File: config.mk
export PLATFORM = sky130hd
export DESIGN_NAME = ib_debounce_counter
export DESIGN_NICKNAME = d
export VERILOG_FILES = /design/src/rtl/ib_debounce_counter.sv
export SDC_FILE = /design/constraint.sdc
export NUM_CORES = 1
export LEC_CHECK = 0
export CAP_MARGIN = 30
export CORE_UTILIZATION = 50
export CTS_BUF_LIST = sky130_fd_sc_hd__clkbuf_4 sky130_fd_sc_hd__clkbuf_8
export CTS_CLUSTER_DIAMETER = 80
export DETAILED_ROUTE_END_ITERATION = 12
export GPL_TIMING_DRIVEN = 0
export MAX_ROUTING_LAYER = met4
export PLACE_DENSITY = 0.78
export SETUP_SLACK_MARGIN = 0.4
export SYNTH_ARGS = -nofsm -noshare
export SYNTH_HDL_FRONTEND = slang
export SYNTH_SLANG_ARGS = --single-unit
File: constraint.sdc
create_clock -name C -period 2.16 [get_ports C]
set_input_delay 0.324 -clock C [delete_from_list [all_inputs] [get_ports C]]
set_output_delay 0.324 -clock C [all_outputs]
set_load 0.03 [all_outputs]
File: src/rtl/ib_debounce_counter.sv
`default_nettype none
// ============================================================================
// Module   : ib_debounce_counter
// Purpose  : Consumer stage for an input-buffer pad level. Synchronises the
//            raw level, debounces it, emits a one-cycle pulse on every
//            debounced rising edge, and counts those edges in a wrapping
//            counter. The design uses plain LUT/DFF logic only.
// Ports    : C    in   clock, all flops on rising edge
//            R    in   synchronous active-high reset
//            I    in   raw pad level, asynchronous to C
//            CLR  in   synchronous clear of Q (and OVF)
//            S    out  debounced stable level
//            P    out  one-cycle pulse on debounced rising edge
//            Q    out  COUNT_W-bit rising-edge event count, wraps
//            OVF  out  sticky wrap flag
// Options  : IB_DBNC_OVF_EN - when defined, OVF is a sticky flop set on
//            each wrap of Q; when undefined, OVF is tied to 0.
// Revision : 1.0 - initial release
// ============================================================================
module ib_debounce_counter #(
  parameter int SYNC_STAGES = 2,  // 2..4
  parameter int DBNC_CYCLES = 4,  // 1..255
  parameter int COUNT_W     = 4   // 1..16
) (
  input  logic               C,
  input  logic               R,
  input  logic               I,
  input  logic               CLR,
  output logic               S,
  output logic               P,
  output logic [COUNT_W-1:0] Q,
  output logic               OVF
);

  // --------------------------------------------------------------------------
  // Constants and types
  // --------------------------------------------------------------------------
  localparam int                 c_CNT_W = 8;
  localparam logic [c_CNT_W-1:0] c_DBNC  = c_CNT_W'(DBNC_CYCLES);
  localparam logic [c_CNT_W-1:0] c_ONE   = c_CNT_W'(1);
  localparam logic [COUNT_W-1:0] c_Q_ONE = COUNT_W'(1);

  typedef enum logic [1:0] {
    ST_LO  = 2'd0,
    ST_L2H = 2'd1,
    ST_HI  = 2'd2,
    ST_H2L = 2'd3
  } state_t;

  // --------------------------------------------------------------------------
  // Signals
  // --------------------------------------------------------------------------
  logic [SYNC_STAGES-1:0] r_sync;
  logic                   w_synced;

  state_t                 r_state;
  state_t                 w_state_nxt;
  logic [c_CNT_W-1:0]     r_cnt;
  logic [c_CNT_W-1:0]     w_cnt_nxt;
  logic [c_CNT_W-1:0]     w_cnt_inc;
  logic                   w_done;
  logic                   r_s;
  logic                   w_s_nxt;
  logic                   w_rise;
  logic                   r_p;
  logic [COUNT_W-1:0]     r_q;

  // --------------------------------------------------------------------------
  // Synchroniser: sy[0] takes I, each later stage takes its predecessor.
  // --------------------------------------------------------------------------
  always_ff @(posedge C) begin
    if (R) begin
      r_sync <= '0;
    end else begin
      r_sync <= {r_sync[SYNC_STAGES-2:0], I};
    end
  end

  assign w_synced = r_sync[SYNC_STAGES-1];

  // --------------------------------------------------------------------------
  // Debounce FSM - state register
  // --------------------------------------------------------------------------
  always_ff @(posedge C) begin
    if (R) begin
      r_state <= ST_LO;
      r_cnt   <= '0;
      r_s     <= 1'b0;
    end else begin
      r_state <= w_state_nxt;
      r_cnt   <= w_cnt_nxt;
      r_s     <= w_s_nxt;
    end
  end

  // r_cnt holds the number of differing samples already accepted; it is
  // always 0 in the stable states. The compare uses the count including
  // the sample seen this cycle, so S flips on the DBNC_CYCLES-th differing
  // sample. With DBNC_CYCLES=1 this fires straight from a stable state and
  // the transient state is never entered.
  assign w_cnt_inc = r_cnt + c_ONE;
  assign w_done    = (w_cnt_inc == c_DBNC);

  // --------------------------------------------------------------------------
  // Debounce FSM - next state
  // --------------------------------------------------------------------------
  always_comb begin
    w_state_nxt = r_state;
    w_cnt_nxt   = r_cnt;
    w_s_nxt     = r_s;
    w_rise      = 1'b0;
    case (r_state)
      ST_LO: begin
        if (w_synced) begin
          if (w_done) begin
            w_state_nxt = ST_HI;
            w_cnt_nxt   = '0;
            w_s_nxt     = 1'b1;
            w_rise      = 1'b1;
          end else begin
            w_state_nxt = ST_L2H;
            w_cnt_nxt   = w_cnt_inc;
          end
        end
      end
      ST_L2H: begin
        if (!w_synced) begin
          // Glitch: fall back and forget the partial count.
          w_state_nxt = ST_LO;
          w_cnt_nxt   = '0;
        end else if (w_done) begin
          w_state_nxt = ST_HI;
          w_cnt_nxt   = '0;
          w_s_nxt     = 1'b1;
          w_rise      = 1'b1;
        end else begin
          w_cnt_nxt   = w_cnt_inc;
        end
      end
      ST_HI: begin
        if (!w_synced) begin
          if (w_done) begin
            w_state_nxt = ST_LO;
            w_cnt_nxt   = '0;
            w_s_nxt     = 1'b0;
          end else begin
            w_state_nxt = ST_H2L;
            w_cnt_nxt   = w_cnt_inc;
          end
        end
      end
      ST_H2L: begin
        if (w_synced) begin
          w_state_nxt = ST_HI;
          w_cnt_nxt   = '0;
        end else if (w_done) begin
          w_state_nxt = ST_LO;
          w_cnt_nxt   = '0;
          w_s_nxt     = 1'b0;
        end else begin
          w_cnt_nxt   = w_cnt_inc;
        end
      end
      default: begin
        w_state_nxt = ST_LO;
        w_cnt_nxt   = '0;
        w_s_nxt     = 1'b0;
      end
    endcase
  end

  // --------------------------------------------------------------------------
  // Rising-edge pulse and event counter. Both update on the edge where S
  // becomes 1, so P, S and the new Q value appear together.
  // --------------------------------------------------------------------------
  always_ff @(posedge C) begin
    if (R) begin
      r_p <= 1'b0;
    end else begin
      r_p <= w_rise;
    end
  end

  always_ff @(posedge C) begin
    if (R) begin
      r_q <= '0;
    end else if (CLR) begin
      // Clear beats a coincident event; that event is dropped.
      r_q <= '0;
    end else if (w_rise) begin
      r_q <= r_q + c_Q_ONE;
    end
  end

  // --------------------------------------------------------------------------
  // Optional sticky wrap flag
  // --------------------------------------------------------------------------
`ifdef IB_DBNC_OVF_EN
  logic r_ovf;
  logic w_q_max;

  assign w_q_max = &r_q;

  always_ff @(posedge C) begin
    if (R) begin
      r_ovf <= 1'b0;
    end else if (CLR) begin
      r_ovf <= 1'b0;
    end else if (w_rise && w_q_max) begin
      r_ovf <= 1'b1;
    end
  end

  assign OVF = r_ovf;
`else
  assign OVF = 1'b0;
`endif

  // --------------------------------------------------------------------------
  // Outputs - all straight from flops
  // --------------------------------------------------------------------------
  assign S = r_s;
  assign P = r_p;
  assign Q = r_q;

endmodule
`default_nettype wire

==> out/qor.yml <==
setup_path:
  critical-path-max-stage-delay_ns: 0.41
  cp_slowest_cell: "dfxtp_4"
  reg2reg_from: "r_cnt[2]$_SDFFE_PP0P_"
  rr_worst_depth: 6
  r2r_setup_slack_ns: 0.43
  worst_setup_path_end_kind: "register"
  crit_cells: 6
  worstPathArrival_ns: 1.92
  r2r_end: "Q[3]$_SDFFE_PP0P_"
  cp_cell_sequence: "nand3_4 > or3_4 > a211o_1 > buf_6 > o211ai_1 > o31ai_1"
  startpoint_type: "register"
  critPathCapture: "Q[3]$_SDFFE_PP0P_"
  crit_path_max_fanout: 6
  worst-path-buf-inv: 1
  critical_path_class: "register to register"
  path_delay_family: "compound AO/OA/AOI/OAI gates"
  cp-startpoint: "r_cnt[2]$_SDFFE_PP0P_"
  required_ns: 2.35
timing:
  grt_setup_unrepaired: "true"
  slew_headroom_pct: 60.7
  tightest_slew_ns: 0.586
  whs_ns: 0.377
  skew_ns: 0.00928
  final-hold-violation-count: 0
  finalSetupTns_ns: 0
  period_minus_slack_ns: 1.73
  post-route-period-util_pct: 79.9
  fin_ws_ns: 0.434
  fmax_mhz: 579
  slew_violations: 0
  setup_viol_count_final: 0
routing:
  antenna_left: 0
  drc: 0
  vias_per_cell: 5.73
  dr.pass1.iters: 4
  num_vias: 820
  wirelength_um: 1910
  wl_per_cell_um: 13.3
  drt_iter0_drc: 30
global_routing:
  grt_pass1_wl_um: 2900
  grt_max_degree: 11
  track_usage_pct: 20.8
  antenna_found_initial: 0
  grt_pass1_vias: 663
  grt-ovfl-total: 0
clocking:
  cts_root_buf: "clkbuf_4"
  cts_hold_buf: 0
  clockBufferDepth: 2
  cts_tree: "done"
  clk_latency_ns: 0.30
  clk_pin_slew_ns: 0.10
  cts.sinks: 18
  htreeDepth: 1
  cts_buffers: 3
synthesis:
  synthTopCellsByCount: "dfxtp_1, nor2_1, nand2_1"
  synth.area.top_cells: "dfxtp_1, nor2_1, o211ai_1, ha_1, mux2i_1"
  synthFlopType: "dfxtp_1"
  yosysTopAreaCellShare_pct: 40.2
  synth.most_common_cell: "dfxtp_1"
  syn_area_um2: 896
  synthArstFlopShare_pct: 0
  ys_seq_elements: 18
  synth-compound-area-share_pct: 18.6
  yosysUniqueCellTypes: 35
  yosys.area_share.simple_pct: 26.5
  syn_nets: 108
  synth-edff-count: 0
  yosys_warnings: 0
  synth_seq_area_share_pct: 40.2
  synthAdderAreaFrac_pct: 4.19
  syn-instance-count: 101
  synth_xor_xnor_area_share_pct: 2.93
  synth_top_family_by_area: "simple AND/OR/NAND/NOR gates"
  synth_area_per_cell_um2: 8.87
  synth.largest_area_cell: "dfxtp_1"
  synth_mux_area_share_pct: 3.35
placement:
  place_area_um2: 1010
  gp_congestion: 0.851
  portBuffers: 8
  place_inst: 133
  dpl.hpwl_um: 1200
  place_ws_ns: 0.334
worst_hold_path:
  hp-class: "input port to register"
  min-delay-start: "R"
cells_and_area:
  fin_util_pct: 70.2
  syn_to_final_growth_pct: 24.9
  final_cell_area_um2: 1120
  num_antenna_cells: 0
  fillers: 120
  fin_nets: 127
  fin_cells: 143
  drive_above_1_share_pct: 19.3
status:
  outcome: "completed"
die:
  die_w_um: 44.3
  core_um2: 1590
  initial_core_util_pct: 56.2
  dieArea_um2: 1970
  fp.dieH_um: 44.3
  num_io_pins: 11
  rows: 14
flow_run:
  cap_violations: 0
power_and_ir_drop:
  ir_drop_v: 0.000574
  power.density_nw_per_um2: 535
  power.leakage_nw: 0.459
  power_mw: 0.599
==> report_power, final <==
group	internal [mW]	switching (mW)	total, mW
sequential	0.335	0.00745	0.343
clock	0.103	0.102	0.204
combinational	0.0213	0.0304	0.0517
total	0.459	0.139	0.599
==> worst min path at each step <==
stage | to | depth (start not counted)
after floorplan | r_sync[1]$_SDFF_PP0_ | 1
after global placement | r_sync[1]$_SDFF_PP0_ | 1
after detailed placement | r_sync[1]$_SDFF_PP0_ | 1
after CTS | r_sync[0]$_SDFF_PP0_ | 2
after global routing | r_sync[1]$_SDFF_PP0_ | 2
final | r_sync[0]$_SDFF_PP0_ | 2
==> cell families after synthesis <==
| kind of cell | count (synthesis) |
|---|---|
| mux | 3 |
| xor+xnor | 3 |
| simple gates | 43 |
| buf+inv | 6 |
| other cells | 1 |
| flops | 18 |
| fa+ha+maj | 3 |
| compound gates | 24 |
==> per-layer routing <==
| metal | wire (um) | share of wire [%] | GRT usage (%) |
|---|---|---|---|
| met5 | 0 | 0 | - |
| met4 | 22 | 1.2 | 9.09 |
| met3 | 115 | 6.0 | 7.35 |
| met2 | 843 | 44 | 25.3 |
| met1 | 927 | 49 | 30.1 |
==> cell type report <==
type	count	area, um^2	share of cell area (%)
clock buffers	4	36.3	3.24
repair buffers	14	125	11.2
plain buffers	4	26.3	2.35
flip-flops and latches	18	377	33.7
multi-input cells	77	517	46.2
well taps	24	30.0	2.68
inverters	2	7.51	0.671
==> flip-flops by register name (all words and copies together) (netlist names) <==
name and count:
P 1, Q 4, S 1, r_cnt 8, r_state 2, r_sync 2
==> cell usage in the layout (no fill, tap or decap), types with 3 or more instances in the layout <==
cell type	instances
o211ai_1	6
mux2i_1	3
nor2_1	13
or3_1	3
a311oi_1	3
a21oi_1	4
nor2b_1	4
dfxtp_1	11
clkbuf_4	3
buf_4	6
nand2_1	8
o21ai_0	3
clkdlybuf4s50_1	7
dfxtp_2	4
dfxtp_4	3
and3_1	3
ha_1	3
==> repair_timing <==
| item | CTS | global route |
|---|---|---|
| cloned | 0 | 1 |
| gates resized for setup | 5 | 8 |
| endpoints found under the setup margin | 8 | 8 |
| setup buffers | 0 | 5 |
| pin swaps | 0 | 4 |
==> worst register-to-register path, cell delays in order, from the launching register on <==
cell and delay, ns:
dfxtp_4 0.41, nand3_4 0.07, or3_4 0.39, a211o_1 0.35, buf_6 0.15, o211ai_1 0.17, o31ai_1 0.09
(Power assumes the default switching activity.)
